## src/rtl/cocotb_array_streamer_if.sv

```systemverilog
// ---------------------------------------------------------------------------
// cocotb_array_streamer_if
// Bundle of control and stream signals for cocotb_array_streamer.
//   start, abort       : control from the requester
//   in_arr             : source array [i][j][k], ENTRY_W bits per entry
//   out_valid/out_ready: element handshake
//   out_data           : current element
//   out_i/out_j/out_k  : current element indices (i outermost, k innermost)
//   out_last           : current element is the final one
//   busy, done         : streaming status / one-cycle completion pulse
// modport master: the streamer side. modport slave: the requester/consumer.
// ---------------------------------------------------------------------------
interface cocotb_array_streamer_if #(
    parameter int ENTRY_W = 3,
    parameter int DIM     = 3
);
    // Keep indices at least one bit wide so DIM=1 still elaborates.
    localparam int IDX_W = (DIM > 1) ? $clog2(DIM) : 1;

    logic               start;
    logic               abort;
    logic [ENTRY_W-1:0] in_arr [DIM-1:0][DIM-1:0][DIM-1:0];
    logic               out_valid;
    logic               out_ready;
    logic [ENTRY_W-1:0] out_data;
    logic [IDX_W-1:0]   out_i;
    logic [IDX_W-1:0]   out_j;
    logic [IDX_W-1:0]   out_k;
    logic               out_last;
    logic               busy;
    logic               done;

    modport master (
        input  start, abort, in_arr, out_ready,
        output out_valid, out_data, out_i, out_j, out_k, out_last, busy, done
    );

    modport slave (
        output start, abort, in_arr, out_ready,
        input  out_valid, out_data, out_i, out_j, out_k, out_last, busy, done
    );
endinterface

```

## src/rtl/cocotb_array_streamer.sv

```systemverilog
// ---------------------------------------------------------------------------
// cocotb_array_streamer
// Snapshots a DIM x DIM x DIM array on start and streams it out one element
// per accepted transfer in i/j/k order (k innermost), flagging the final
// element with out_last and pulsing done for one cycle after it is taken.
// abort cancels a stream in progress without a done pulse.
// Ports:
//   clk : clock, rising edge
//   rst : asynchronous active-high reset
//   bus : cocotb_array_streamer_if.master (see interface header)
// ---------------------------------------------------------------------------
module cocotb_array_streamer #(
    parameter int ENTRY_W = 3,
    parameter int DIM     = 3
) (
    input  logic                     clk,
    input  logic                     rst,
    cocotb_array_streamer_if.master  bus
);
    localparam int IW = (DIM > 1) ? $clog2(DIM) : 1;
    localparam logic [IW-1:0] MAX_IDX = IW'(DIM - 1);

    typedef enum logic [1:0] {S_IDLE, S_STREAM, S_DONE} state_t;

    state_t             r_state;
    logic [ENTRY_W-1:0] r_snap [DIM-1:0][DIM-1:0][DIM-1:0];
    logic               r_valid;
    logic               r_last;
    logic               r_busy;
    logic               r_done;
    logic [ENTRY_W-1:0] r_data;
    logic [IW-1:0]      r_i, r_j, r_k;

    logic               w_xfer;
    logic               w_k_wrap, w_j_wrap;
    logic [IW-1:0]      w_ni, w_nj, w_nk;

    // Next element indices after a transfer. i never needs to wrap: the
    // transfer of (MAX,MAX,MAX) leaves STREAM instead of advancing.
    always_comb begin
        w_xfer   = r_valid && bus.out_ready;
        w_k_wrap = (r_k == MAX_IDX);
        w_j_wrap = (r_j == MAX_IDX);
        w_nk     = w_k_wrap ? '0 : r_k + 1'b1;
        w_nj     = r_j;
        w_ni     = r_i;
        if (w_k_wrap) begin
            w_nj = w_j_wrap ? '0 : r_j + 1'b1;
            if (w_j_wrap)
                w_ni = r_i + 1'b1;
        end
    end

    // Snapshot has no reset: it is only visible after the next capture.
    always_ff @(posedge clk) begin
        if (r_state == S_IDLE && bus.start)
            r_snap <= bus.in_arr;
    end

    always_ff @(posedge clk or posedge rst) begin
        if (rst) begin
            r_state <= S_IDLE;
            r_valid <= 1'b0;
            r_last  <= 1'b0;
            r_busy  <= 1'b0;
            r_done  <= 1'b0;
            r_data  <= '0;
            r_i     <= '0;
            r_j     <= '0;
            r_k     <= '0;
        end else begin
            case (r_state)
                S_IDLE: begin
                    r_done <= 1'b0;
                    if (bus.start) begin
                        r_state <= S_STREAM;
                        r_valid <= 1'b1;
                        r_busy  <= 1'b1;
                        r_i     <= '0;
                        r_j     <= '0;
                        r_k     <= '0;
                        // Snapshot is loading this same edge; take the
                        // first element straight from the input.
                        r_data  <= bus.in_arr[0][0][0];
                        r_last  <= (DIM == 1);
                    end
                end
                S_STREAM: begin
                    // abort takes priority over a coincident transfer.
                    if (bus.abort) begin
                        r_state <= S_IDLE;
                        r_valid <= 1'b0;
                        r_busy  <= 1'b0;
                        r_last  <= 1'b0;
                    end else if (w_xfer) begin
                        if (r_last) begin
                            r_state <= S_DONE;
                            r_valid <= 1'b0;
                            r_busy  <= 1'b0;
                            r_last  <= 1'b0;
                            r_done  <= 1'b1;
                        end else begin
                            r_i    <= w_ni;
                            r_j    <= w_nj;
                            r_k    <= w_nk;
                            r_data <= r_snap[w_ni][w_nj][w_nk];
                            r_last <= (w_ni == MAX_IDX) && (w_nj == MAX_IDX) &&
                                      (w_nk == MAX_IDX);
                        end
                    end
                end
                S_DONE: begin
                    r_done  <= 1'b0;
                    r_state <= S_IDLE;
                end
                default: r_state <= S_IDLE;
            endcase
        end
    end

    assign bus.out_valid = r_valid;
    assign bus.out_last  = r_last;
    assign bus.out_data  = r_data;
    assign bus.out_i     = r_i;
    assign bus.out_j     = r_j;
    assign bus.out_k     = r_k;
    assign bus.busy      = r_busy;
    assign bus.done      = r_done;
endmodule

```

## src/flat_wrapper.sv

```systemverilog
// flat-port wrapper written by rule: the top's interface ports become plain ports
module cocotb_array_streamer_flat 
#(
    parameter int ENTRY_W = 3,
    parameter int DIM     = 3
)
  (clk, rst, bus_start, bus_abort, bus_in_arr, bus_out_ready, bus_out_valid, bus_out_data, bus_out_i, bus_out_j, bus_out_k, bus_out_last, bus_busy, bus_done);
  cocotb_array_streamer_if #(.ENTRY_W(ENTRY_W), .DIM(DIM)) bus_i ();
  input  logic clk;
  input  logic rst;
  input wire logic [$bits(bus_i.start)-1:0] bus_start;
  input wire logic [$bits(bus_i.abort)-1:0] bus_abort;
  input wire logic [$bits(bus_i.in_arr)-1:0] bus_in_arr;
  input wire logic [$bits(bus_i.out_ready)-1:0] bus_out_ready;
  output wire logic [$bits(bus_i.out_valid)-1:0] bus_out_valid;
  output wire logic [$bits(bus_i.out_data)-1:0] bus_out_data;
  output wire logic [$bits(bus_i.out_i)-1:0] bus_out_i;
  output wire logic [$bits(bus_i.out_j)-1:0] bus_out_j;
  output wire logic [$bits(bus_i.out_k)-1:0] bus_out_k;
  output wire logic [$bits(bus_i.out_last)-1:0] bus_out_last;
  output wire logic [$bits(bus_i.busy)-1:0] bus_busy;
  output wire logic [$bits(bus_i.done)-1:0] bus_done;
  assign bus_i.start = bus_start;
  assign bus_i.abort = bus_abort;
  assign bus_i.in_arr = {>>{bus_in_arr}};
  assign bus_i.out_ready = bus_out_ready;
  assign bus_out_valid = bus_i.out_valid;
  assign bus_out_data = bus_i.out_data;
  assign bus_out_i = bus_i.out_i;
  assign bus_out_j = bus_i.out_j;
  assign bus_out_k = bus_i.out_k;
  assign bus_out_last = bus_i.out_last;
  assign bus_busy = bus_i.busy;
  assign bus_done = bus_i.done;
  cocotb_array_streamer #(.ENTRY_W(ENTRY_W), .DIM(DIM)) u_core (.clk(clk), .rst(rst), .bus(bus_i));
endmodule
```

## config.mk

```make
export PLATFORM = sky130hd
export DESIGN_NAME = cocotb_array_streamer_flat
export DESIGN_NICKNAME = d
export VERILOG_FILES = /design/src/rtl/cocotb_array_streamer_if.sv /design/src/rtl/cocotb_array_streamer.sv /design/src/flat_wrapper.sv
export SDC_FILE = /design/constraint.sdc
export NUM_CORES = 1
export LEC_CHECK = 0
export BUFFER_PORTS_ARGS = -buffer_cell sky130_fd_sc_hd__buf_2
export CAP_MARGIN = 5
export CORE_AREA = 2 2 95 97
export CTS_CLUSTER_DIAMETER = 40
export DETAILED_ROUTE_END_ITERATION = 8
export DIE_AREA = 0 0 97 99
export PLACE_DENSITY = 0.79
export SYNTH_ARGS = -nofsm -noshare
export SYNTH_HDL_FRONTEND = slang
export SYNTH_SLANG_ARGS = --single-unit
```

## constraint.sdc

```tcl
create_clock -name clk -period 3.7 [get_ports clk]
set_clock_uncertainty 0.1 [all_clocks]
set_input_delay 0 -clock clk [delete_from_list [all_inputs] [get_ports clk]]
set_output_delay 0 -clock clk [all_outputs]
set_load 0.01 [all_outputs]
```

# Word level (Yosys, flattened, before mapping)
# Cells that the tools add are included.
# op_classes
n_addsub	3
n_reduce_logical	13
n_eq_ne	14
magnitude_cmp	3
mux	48
# op_table
operator	count
$bmux W27 S2	1
$mux W2	19
$mux W27	1
$bmux W9 S2	1
$pmux W2 S2	4
$mux W3	5
$eq A2 B2 Y1 const B	6
$mux W1	11
$lt A2 B3 Y1 const B	3
$mux W9	1
$reduce_and A4 Y1	2
$add A2 B1 Y2 const B	3
$bmux W3 S2	1
$ne A2 B2 Y1 const B	3
$ne A3 B2 Y1 const B	2
$pmux W1 S2	3
$pmux W3 S2	1
$reduce_and A3 Y1	2
$reduce_and A5 Y1	1
$logic_and A1 B1 Y1	4
$ne A2 B1 Y1 const B	2
$reduce_bool A2 Y1	2
$eq A2 B1 Y1 const B	1
$logic_not A2 Y1	1
$reduce_or A2 Y1	1
# word_totals
output_inout_bits	13
wordCells	116
inputBits	86
register_bits	95

# Depth between registers and ports, before layout
# Gate-level depths: netlist of run 1.
# logic_depth
ltp_word	13
depth_mapped	10
depth_no_buf	8

# Worst setup path before layout of run 1
# OpenSTA, ideal clock, no wires.
# synth_path
kind	flip-flop to flip-flop
startpoint	register u_core.r_state[0]
endpoint	register u_core.r_data[1], in the netlist u_core.bus.out_data[1]
arrival_ns	3.072
synth_period_minus_slack_ns	3.310
slack_ns	0.390
n_path_buf	0
setup_time_ns	0.138
stages_incl_launch_ff	9
path_cell_list	dfrtp_1 > nor2_1 > nand2_1 > inv_1 > nor2_1 > a21oi_1 > nor4bb_1 > o221a_2 > o221ai_1
# synth_between
elab_chain_cells	3
# synth_rtl
element	line	rtl
start, declared	cocotb_array_streamer.sv:25	state_t r_state;
start signal, assigned	cocotb_array_streamer.sv:62	r_state <= S_IDLE;
start signal, assigned	cocotb_array_streamer.sv:76	r_state <= S_STREAM;
start signal, assigned	cocotb_array_streamer.sv:91	r_state <= S_IDLE;
$eq A2 B1 Y1 / $logic_not A2 Y1 (equally long branches)	cocotb_array_streamer.sv:72	case (r_state)
$ne A2 B2 Y1 (no source line) (tied with other cells)	--	
$reduce_and A5 Y1 (no source line)	--	
end signal, assigned	cocotb_array_streamer.sv:84	r_data <= bus.in_arr[0][0][0];
end signal, assigned	cocotb_array_streamer.sv:106	r_data <= r_snap[w_ni][w_nj][w_nk];
end, declared	cocotb_array_streamer.sv:31	logic [ENTRY_W-1:0] r_data;
# Several ways; a longest one is shown, not always the timed one.
# A chain may end at the register's enable or synchronous reset.

# Worst setup path in the final report of run 1
# layout_path
startpoint	register u_core.r_k[1], in the netlist u_core.bus.out_k[1]
endpoint	register u_core.r_data[0], in the netlist u_core.bus.out_data[0]
# layout_between
elab_chain_cells	12
# layout_rtl
element	line	rtl
start, declared	cocotb_array_streamer.sv:32	logic [IW-1:0] r_i, r_j, r_k;
start signal, assigned	cocotb_array_streamer.sv:105	r_k <= w_nk;
$eq A2 B2 Y1	cocotb_array_streamer.sv:42	w_k_wrap = (r_k == MAX_IDX);
$mux W2	cocotb_array_streamer.sv:47	if (w_k_wrap) begin
$bmux W27 S2	cocotb_array_streamer.sv:106	
$mux W27 (implied by the code)	cocotb_array_streamer.sv:106	
$bmux W9 S2	cocotb_array_streamer.sv:106	
$mux W9 (implied by the code)	cocotb_array_streamer.sv:106	
$bmux W3 S2 (*)	cocotb_array_streamer.sv:106	
$mux W3 (implied by the code) (*)	cocotb_array_streamer.sv:106	
$mux W3 (*)	cocotb_array_streamer.sv:96	if (r_last) begin
$mux W3 (*)	cocotb_array_streamer.sv:95	end else if (w_xfer) begin
$mux W3 (*)	cocotb_array_streamer.sv:90	if (bus.abort) begin
$pmux W3 S2 (*)	cocotb_array_streamer.sv:72	
# Every way passes the cells marked *; elsewhere a longest branch is shown, timed or not. The select of a mux whose other input is x is not followed.

==> results of run 1 <==
[report_power, final]
| part | switching, mW | leakage [nW] | internal (mW) |
|---|---|---|---|
| clock | 0.401 | 0.0965 | 0.262 |
| sequential | 0.0631 | 0.949 | 1.27 |
| combinational | 0.228 | 1.45 | 0.214 |
| total | 0.692 | 2.49 | 1.74 |
[final cells by class]
class	instances	area, µm²	area share
inverter	5	18.77	0.003005
timing repair buffer	197	1451	0.2324
sequential	95	2783	0.4455
clock inverter	6	60.06	0.009615
clock buffer	9	123.9	0.01983
tap	108	135.1	0.02163
multi-input combinational	251	1674	0.2680
[sequential cells by signal, indices dropped and copies added, names as in the netlist]
| name | count |
|---|---|
| u_core.r_snap | 81 |
| u_core.bus.out_data | 3 |
| u_core.bus.out_i | 2 |
| u_core.bus.out_j | 2 |
| u_core.bus.out_k | 2 |
| u_core.r_state | 2 |
| u_core.bus.busy | 1 |
| u_core.bus.done | 1 |
| u_core.bus.out_last | 1 |
[path summary, 6_finish.rpt]
check | cells past startpoint | end | startpoint
max | 7 | u_core.bus.out_data[0] | u_core.bus.out_k[1]
min | 3 | u_core.bus.out_i[1] | rst
max reg2reg | 7 | u_core.bus.out_data[0] | u_core.bus.out_k[1]
min reg2reg | 1 | u_core.bus.done | u_core.bus.done
max in group asynchronous | 3 | u_core.bus.out_data[1] | rst
min in group clk | 2 | u_core.r_snap[57] | bus_in_arr[57]
[metal layers]
metal,wire [µm],up-vias
met4,328,2
met2,6541,204
li1,-,1828
met5,13,-
met1,5095,1894
met3,948,36
[cell usage in the layout, fill, tap and decap left out, types with 6 or more instances in the layout]
| cell type | synthesis | final |
|---|---|---|
| nand3_1 | 15 | 15 |
| o21ai_0 | 17 | 17 |
| buf_2 | 13 | 98 |
| nand2_1 | 46 | 46 |
| a21oi_1 | 21 | 21 |
| nor2b_1 | 6 | 6 |
| mux2i_1 | 16 | 16 |
| buf_4 | 2 | 12 |
| a31oi_1 | 7 | 7 |
| nor2_1 | 20 | 20 |
| o22ai_1 | 9 | 9 |
| dfrtp_1 | 14 | 14 |
| edfxtp_1 | 81 | 81 |
| clkbuf_8 | 0 | 9 |
| dlygate4sd3_1 | 0 | 87 |
[per-stage QoR]
step | power (mW) | setup WS [ps] | instances
after floorplan | 1.581 | 390.1 | 378
after global placement | 1.704 | 970.5 | 569
after detailed placement | 1.714 | 903.4 | 569
after CTS | 2.427 | 888.3 | 671
after global routing | 2.525 | 720.4 | 671
final | 2.436 | 861.8 | 671
[kinds of logic after synthesis]
family          count (synthesis)
buf+inv                        32
xor+xnor                        4
flops                          95
simple gates                  119
compound gates                107
mux                            21
[tightest hold or removal path: stages]
cell and delay, ps:
dlygate4sd3_1 530, buf_2 120, inv_1 420
==> impl_metrics.tcl, run 1 <==
set metrics [dict create \
    die_h_um 99 \
    grt_pass1_vias 4019 \
    synth.largest_area_cell "edfxtp_1" \
    grt_usage 0.2702 \
    relSlewSlack 0.4988 \
    tritoncts "done" \
    tightestPinTransition_ps 751.8 \
    cts_resized 0 \
    clock.fmax_ghz 0.3523 \
    grt-ovfl-total 0 \
    drtIter0Drc 339 \
    dp.final_hpwl_mm 8.286 \
    num_rows 34 \
    grt.busiest_layer "met2" \
    clock_latency_ps 370 \
    cp_top_family "compound AO/OA/AOI/OAI gates" \
    fin_util 0.7305 \
    ys_seq_area_frac 0.5995 \
    via_per_inst 5.908 \
    synthesis.area_mm2 0.004642 \
    finalWeightedCongestion 0.9684 \
    ioPinCount 99 \
    worstSetupStartpointType "flip-flop" \
    cts_num_sinks 95 \
    design_area_mm2 0.006246 \
    grt_max_degree 55 \
    synthesis.nets 464 \
    nFillCells 575 \
    layout-drive-gt1-share 0.2593 \
    p_leak_nw 2.490 \
    synth-compound-area-share 0.1642 \
    n_antenna_cell 0 \
    critPathMaxFanout 17 \
    r2r_slack_ps 860 \
    cts_max_level 3 \
    holdWs_ps 128.4 \
    peakVddDrop_mv 0.2338 \
    synthAdderAreaFrac 0 \
    cp_slowest_cell "dfrtp_1" \
    worstPathCellList "nor4bb_4 > buf_4 > mux2i_1 > a2111oi_0 > a211o_1 > a2111oi_2 > a21oi_1" \
    setup_viol 0 \
    synth_area_leaders "edfxtp_1 52%, dfrtp_1 7.5%, nand2_1 3.7%" \
    period_share 0.7671 \
    end_kind "flip-flop" \
    syn_avg_cell_area_um2 12.28 \
    synthMuxAreaShare 0.05148 \
    io_buffers 98 \
    fin_crit_ps 2838 \
    drtAntennaViolNets 0 \
    clkTransAtPathRegs_ps 100 \
    routedWlPerCell_um 19.27 \
    die_area_mm2 0.009603 \
    synth.distinct_cells 66 \
    min_path_type "primary input to async pin" \
    path_buf_inv 1 \
    fp.dieW_um 97 \
    wl_mm 12.93 \
    crit_required_ps 3850 \
    synthSimpleGateAreaFrac 0.1358 \
    met2_usage 0.4589 \
    syn_inst 378 \
    grt_pass1_wl_mm 20.17 \
    cts_buffer_depth 2 \
    post-cts-setup-buffers 0 \
    areaGrowthSynthToFinish_pct 34.56 \
    ctsHoldBuffers 87 \
    cts_root_buf "clkbuf_8" \
    yosys_warnings 0 \
    ys_ff_latch 95 \
    powerDensity_mw_per_mm2 390.0 \
    rsz0062_at_grt "no" \
    synth.top_cell.area_share 0.5240 \
    synth_most_common_cell "edfxtp_1" \
    core_mm2 0.008551 \
    cts_buffers 9 \
    synthTopCellsByCount "81 x edfxtp_1, 46 x nand2_1, 21 x a21oi_1" \
    vias 3964 \
    synth_top_family_by_area "compound AO/OA/AOI/OAI gates" \
    initial_utilization 0.5429 \
    async_reset_ff_frac 0.1474 \
    synth-edff-count 81 \
    crit_path_max_incr_delay_ps 690 \
    crit_type "flip-flop to flip-flop" \
    hold_viol 0 \
    synth-main-ff-cell "edfxtp_1" \
    antenna_found_initial 1 \
    crit_arrival_ps 2980 \
    tns_ps 0 \
    drc 0 \
    synth_xor_area_frac 0.009164 \
    firstDrtPassIters 5 \
    use_met1 0.3448 \
    status "complete, no violations" \
    drv_slew 0 \
    final_nets 645 \
    place_area_mm2 0.005191 \
    maxCapViolations 0 \
    use_met3 0.06525 \
]
Note: power is estimated with default switching activity, not from simulation.
==> inputs of run 2 (changes only) <==
--- a/config.mk
+++ b/config.mk
@@ -7,11 +7,11 @@
 export LEC_CHECK = 0
 export BUFFER_PORTS_ARGS = -buffer_cell sky130_fd_sc_hd__buf_2
 export CAP_MARGIN = 5
-export CORE_AREA = 2 2 95 97
+export CORE_AREA = 2 2 101 103
 export CTS_CLUSTER_DIAMETER = 40
 export DETAILED_ROUTE_END_ITERATION = 8
-export DIE_AREA = 0 0 97 99
-export PLACE_DENSITY = 0.79
+export DIE_AREA = 0 0 103 105
+export PLACE_DENSITY = 0.74
 export SYNTH_ARGS = -nofsm -noshare
 export SYNTH_HDL_FRONTEND = slang
 export SYNTH_SLANG_ARGS = --single-unit
==> constraint.sdc (replaced) <==
create_clock -name clk -period 2.46 [get_ports clk]
set_clock_uncertainty 0.1 [all_clocks]
set_input_delay 0 -clock clk [delete_from_list [all_inputs] [get_ports clk]]
set_output_delay 0 -clock clk [all_outputs]
set_load 0.01 [all_outputs]
==> run 2 against run 1 <==
First-iteration DRC count fell by 6.8%. Via count rose by 2.0%. Largest cell class unchanged. Highest routed layer is now met4. Fmax rose by 17%. Register-to-register slack got worse by 840 ps.
==> impl_metrics.tcl, run 2 (same netlist as run 1, synthesis figures left out) <==
set metrics [dict create \
    fp.dieW_um 103 \
    wl_mm 13.47 \
    internal_power_mw 2.667 \
    cts_num_sinks 95 \
    cts_root_buf "clkbuf_8" \
    clkPwrFrac 0.249 \
    seqPwrFrac 0.540 \
    nFillCells 725 \
    core_mm2 0.009639 \
    crit_top_cell "buf_4" \
    hold_viol 0 \
    areaGrowthSynthToFinish_pct 43.26 \
    crit_required_ps 2650 \
    initial_utilization 0.4816 \
    top_register "u_core.r_snap" \
    drv_slew 0 \
    firstDrtPassIters 5 \
    cts_max_level 3 \
    crit_type "flip-flop to flip-flop" \
    final_nets 685 \
    drtAntennaViolNets 0 \
    cp_slowest_cell "dfrtp_2" \
    status "complete, no violations" \
    relSlewSlack 0.5619 \
    min_path_type "primary input to async pin" \
    tritoncts "done" \
    period_share 0.9891 \
    peakVddDrop_mv 0.4804 \
    grt_usage 0.2553 \
    cts_buffers 9 \
    die_area_mm2 0.01082 \
    antenna_found_initial 0 \
    num_rows 36 \
    crit_path_max_incr_delay_ps 480 \
    switching_share 0.2764 \
    ioPinCount 99 \
    cts_buffer_depth 2 \
    p_total_mw 3.686 \
    setup_viol 0 \
    clock_latency_ps 380 \
    worstSetupStartpointType "flip-flop" \
    grt-ovfl-total 0 \
    grt_pass1_wl_mm 20.49 \
    fin_crit_ps 2433 \
    powerDensity_mw_per_mm2 554.2 \
    grt_pass1_vias 4085 \
    vias 4043 \
    maxCapViolations 0 \
    layout-drive-gt1-share 0.3245 \
    tightestPinTransition_ps 657.1 \
    routedWlPerCell_um 18.28 \
    design_area_mm2 0.006650 \
    clock.fmax_ghz 0.4110 \
    final_common_cell "buf_2" \
    largest_reg_flops 81 \
    dp.final_hpwl_mm 8.816 \
    crit_arrival_ps 2620 \
    finalWeightedCongestion 0.9519 \
    critPathMaxFanout 7 \
    end_kind "flip-flop" \
    worstPathCellList "nor4bb_4 > buf_4 > buf_4 > nand2_4 > o22ai_2 > nand2_1 > a32o_1 > a311o_1 > o221ai_1" \
    final_cell_mix "98 x buf_2, 87 x dlygate4sd3_1, 81 x edfxtp_1" \
    rsz0062_at_grt "yes" \
    die_h_um 105 \
    place_area_mm2 0.005502 \
    via_per_inst 5.486 \
    power.switching_mw 1.019 \
    drtIter0Drc 316 \
    drc 0 \
    clkTransAtPathRegs_ps 90 \
    p_leak_nw 2.684 \
    comb_power_share 0.211 \
    grt_max_degree 54 \
    io_buffers 98 \
    n_antenna_cell 0 \
]
## run 2: changes by cell type in the layout (fill, tap and decap cells not counted), moves of 2 or more
cell	before	now
buf_4	12	48
buf_12	0	2
clkinv_4	0	3
clkinv_1	0	2
nor2b_2	0	2
inv_6	3	1
inv_8	3	0
dfrtp_1	14	10
nor2b_1	6	4
dfrtp_2	0	4
## run 2: repair_timing
item,CTS,global route
hold buffers,87,0
buffers inserted,0,7
resized for setup,0,14
endpoints found under the setup margin,0,3
endpoints found under the hold margin,103,0
## run 2: worst max-delay path, delay by kind of cell, from the launching register on
kind | cells | cell delay (ps)
buffers and inverters | 2 | 330
AO/OA/AOI/OAI | 4 | 950
AND/OR/NAND/NOR | 3 | 480
flip-flops | 1 | 480
## run 2: power by group through the flow
stage | combinational (mW) | clock [mW] | sequential [mW]
global placement | 0.619 | 0 | 2.02
detailed placement | 0.627 | 0 | 2.02
CTS | 0.734 | 0.942 | 1.98
finish | 0.779 | 0.917 | 1.99
global route | 0.835 | 1.00 | 2.00
floorplan | 0.378 | 0 | 2.01
## run 2: per-stage QoR
stage	TNS, ps	instances	setup WS, ps	util	hold WS (ps)
2_1_floorplan	-188.0	378	-71.82	-	-210.8
3_3_place_gp	0	626	97.02	0.5707	-22.09
3_5_place_dp	0	626	33.62	0.5707	-17.61
4_1_cts	0	729	10.23	0.6789	108.9
5_1_grt	-50.02	737	-33.69	0.6899	158.8
6_report	0	737	26.71	0.6899	112.8
## run 2: final cells by class
cell class	count	area, µm²	share of cell area
tap	133	166.4	0.02502
inverter	5	22.52	0.003387
sequential	95	2788	0.4192
multi-input combinational	252	1729	0.2600
clock buffer	9	123.9	0.01863
clock inverter	7	47.55	0.007150
timing repair buffer	236	1773	0.2666
## run 2: routing by layer
layer	part of all wire	track usage	vias to the layer above
met5	0	0	-
met4	0.024	0.09305	0
met3	0.081	0.07023	30
met2	0.51	0.4355	192
met1	0.38	0.3040	1913
li1	-	-	1908
## run 2: worst paths after layout
kind | start | endpoint | slack (ps) | cells past startpoint
worst max-delay path | u_core.bus.out_k[0] | u_core.bus.out_data[1] | 30 | 9
worst min-delay path | rst | u_core.bus.out_data[0] | 110 | 3
worst max register to register | u_core.bus.out_k[0] | u_core.bus.out_data[1] | 30 | 9
worst min register to register | u_core.bus.done | u_core.bus.done | 390 | 1
max in group asynchronous | rst | u_core.bus.out_k[0] | 1730 | 3
min in group clk | bus_in_arr[53] | u_core.r_snap[53] | 220 | 2
==> inputs of run 3 (changes only) <==
--- a/config.mk
+++ b/config.mk
@@ -11,7 +11,7 @@
 export CTS_CLUSTER_DIAMETER = 40
 export DETAILED_ROUTE_END_ITERATION = 8
 export DIE_AREA = 0 0 103 105
-export PLACE_DENSITY = 0.74
+export PLACE_DENSITY = 0.83
 export SYNTH_ARGS = -nofsm -noshare
 export SYNTH_HDL_FRONTEND = slang
 export SYNTH_SLANG_ARGS = --single-unit
==> run 3 against run 2 <==
Die area unchanged. Register-to-register slack improved by 30 ps. Core utilization increased by 0.44 points. Cell area up 0.64%. Count of clock-buffer cells in the layout is the same.
==> impl_metrics.tcl, run 3 (same netlist as run 1, synthesis figures left out) <==
set metrics [dict create \
    core_mm2 0.009639 \
    tritoncts "done" \
    dp.final_hpwl_mm 9.391 \
    ioPinCount 99 \
    seqPwrFrac 0.524 \
    multi_input_area_mm2 0.001742 \
    worstPathCellList "buf_6 > nor3b_4 > o21a_4 > mux2i_1 > o22ai_1 > a311o_1 > a2111oi_4 > a21oi_1" \
    switching_share 0.2892 \
    die_h_um 105 \
    clock.fmax_ghz 0.4154 \
    power.switching_mw 1.098 \
    cp_slowest_cell "dfrtp_2" \
    final_common_cell "buf_2" \
    cts_buffers 9 \
    top_register "u_core.r_snap" \
    grt_pass1_wl_mm 21.33 \
    relSlewSlack 0.5664 \
    wl_mm 14.26 \
    tns_ps 0 \
    internal_power_mw 2.698 \
    rr_worst_depth 8 \
    grt-ovfl-total 0 \
    drv_slew 0 \
    fp.dieW_um 103 \
    crit_type "flip-flop to flip-flop" \
    finalWeightedCongestion 1.023 \
    largest_reg_flops 81 \
    grt_max_degree 54 \
    n_antenna_cell 0 \
    setup_viol 0 \
    fin_crit_ps 2407 \
    clock_latency_ps 380 \
    drtAntennaViolNets 0 \
    period_share 0.9786 \
    r2r_slack_ps 50 \
    holdWs_ps 134.0 \
    crit_arrival_ps 2570 \
    antenna_found_initial 0 \
    routedWlPerCell_um 19.39 \
    status "complete, no violations" \
    crit_required_ps 2620 \
    cts_num_sinks 95 \
    die_area_mm2 0.01082 \
    vias 4136 \
    worstSetupStartpointType "flip-flop" \
    min_path_type "primary input to async pin" \
    maxCapViolations 0 \
    cts_max_level 3 \
    via_per_inst 5.627 \
    num_rows 36 \
    crit_path_max_incr_delay_ps 470 \
    seqCellArea_mm2 0.002786 \
    comb_power_share 0.208 \
    end_kind "flip-flop" \
    areaGrowthSynthToFinish_pct 44.18 \
    clkPwrFrac 0.268 \
    final_cell_mix "98 x buf_2, 87 x dlygate4sd3_1, 81 x edfxtp_1" \
    r2r-start "u_core.bus.out_k[0]" \
    cts_buffer_depth 2 \
    r2r_end "u_core.bus.out_data[0]" \
    firstDrtPassIters 5 \
    p_leak_nw 2.696 \
    tightestPinTransition_ps 650.4 \
    grt_pass1_vias 4176 \
    drtIter0Drc 287 \
    initial_utilization 0.4816 \
    final_nets 683 \
    critPathMaxFanout 8 \
    nFillCells 687 \
    layout-drive-gt1-share 0.3289 \
    cts_root_buf "clkbuf_8" \
    io_buffers 98 \
    peakVddDrop_mv 0.5619 \
    clkTransAtPathRegs_ps 100 \
    grt_usage 0.2664 \
    powerDensity_mw_per_mm2 567.1 \
    drc 0 \
    hold_viol 0 \
]
==> run 3: power by group through the flow <==
stage	clock, mW	sequential (mW)	combinational (mW)
after detailed placement	0	2.02	0.622
after CTS	1.04	1.98	0.733
after global routing	1.09	2.00	0.850
final	1.02	1.99	0.789
after global placement	0	2.02	0.610
after floorplan	0	2.01	0.378
==> run 3: routing by layer <==
| layer | vias to the layer above | share of wire | track usage |
|---|---|---|---|
| li1 | 1894 | - | - |
| met1 | 1994 | 0.38 | 0.3117 |
| met5 | - | 0 | 0 |
| met2 | 206 | 0.52 | 0.4726 |
| met3 | 42 | 0.067 | 0.05151 |
| met4 | 0 | 0.034 | 0.1024 |
==> run 3: what timing repair did <==
action	4_1_cts	5_1_grt
gates cloned	0	0
setup buffers	1	5
setup endpoints to repair	2	3
resized for setup	2	14
hold buffers	87	0
hold endpoints to repair	102	0
pin swaps	1	3
==> run 3: cell type report <==
type,instances,share of cell area
clock buffers,9,0.01851
clock inverters,7,0.01103
inverters,5,0.003365
multi-input cells,251,0.2602
flip-flops and latches,95,0.4163
well taps,133,0.02486
repair buffers,235,0.2657
==> run 3: worst max-delay path by stage <==
stage | start | endpoint | slack, ps
global route | u_core.bus.out_k[0] | u_core.bus.out_data[1] | -10
CTS | u_core.bus.out_j[1] | u_core.bus.out_data[0] | 7
detailed placement | u_core.bus.out_k[1] | u_core.bus.out_data[0] | -1
global placement | u_core.bus.out_k[1] | u_core.bus.out_data[0] | 5
finish | u_core.bus.out_k[0] | u_core.bus.out_data[0] | 50
floorplan | u_core.r_state[0] | u_core.bus.out_data[1] | -70
==> run 3: through the flow <==
step	setup slack (ps)	cell area, µm²	cells	total power [mW]	utilization
final	52.57	6693	735	3.796	0.6943
after global routing	-11.77	6693	735	3.943	0.6943
after CTS	7.276	6586	730	3.757	0.6833
after detailed placement	-1.080	5502	626	2.639	0.5707
after global placement	4.964	5502	626	2.626	0.5707
after floorplan	-71.82	4666	378	2.384	-
==> run 3: worst max-delay path, delay by kind of cell (launching register included) <==
family	cells	cell delay [ps]
DFF	1	470
AOI/OAI and AO/OA	5	1000
muxes	1	300
buffers and inverters	1	150
and+or+nand+nor	1	240
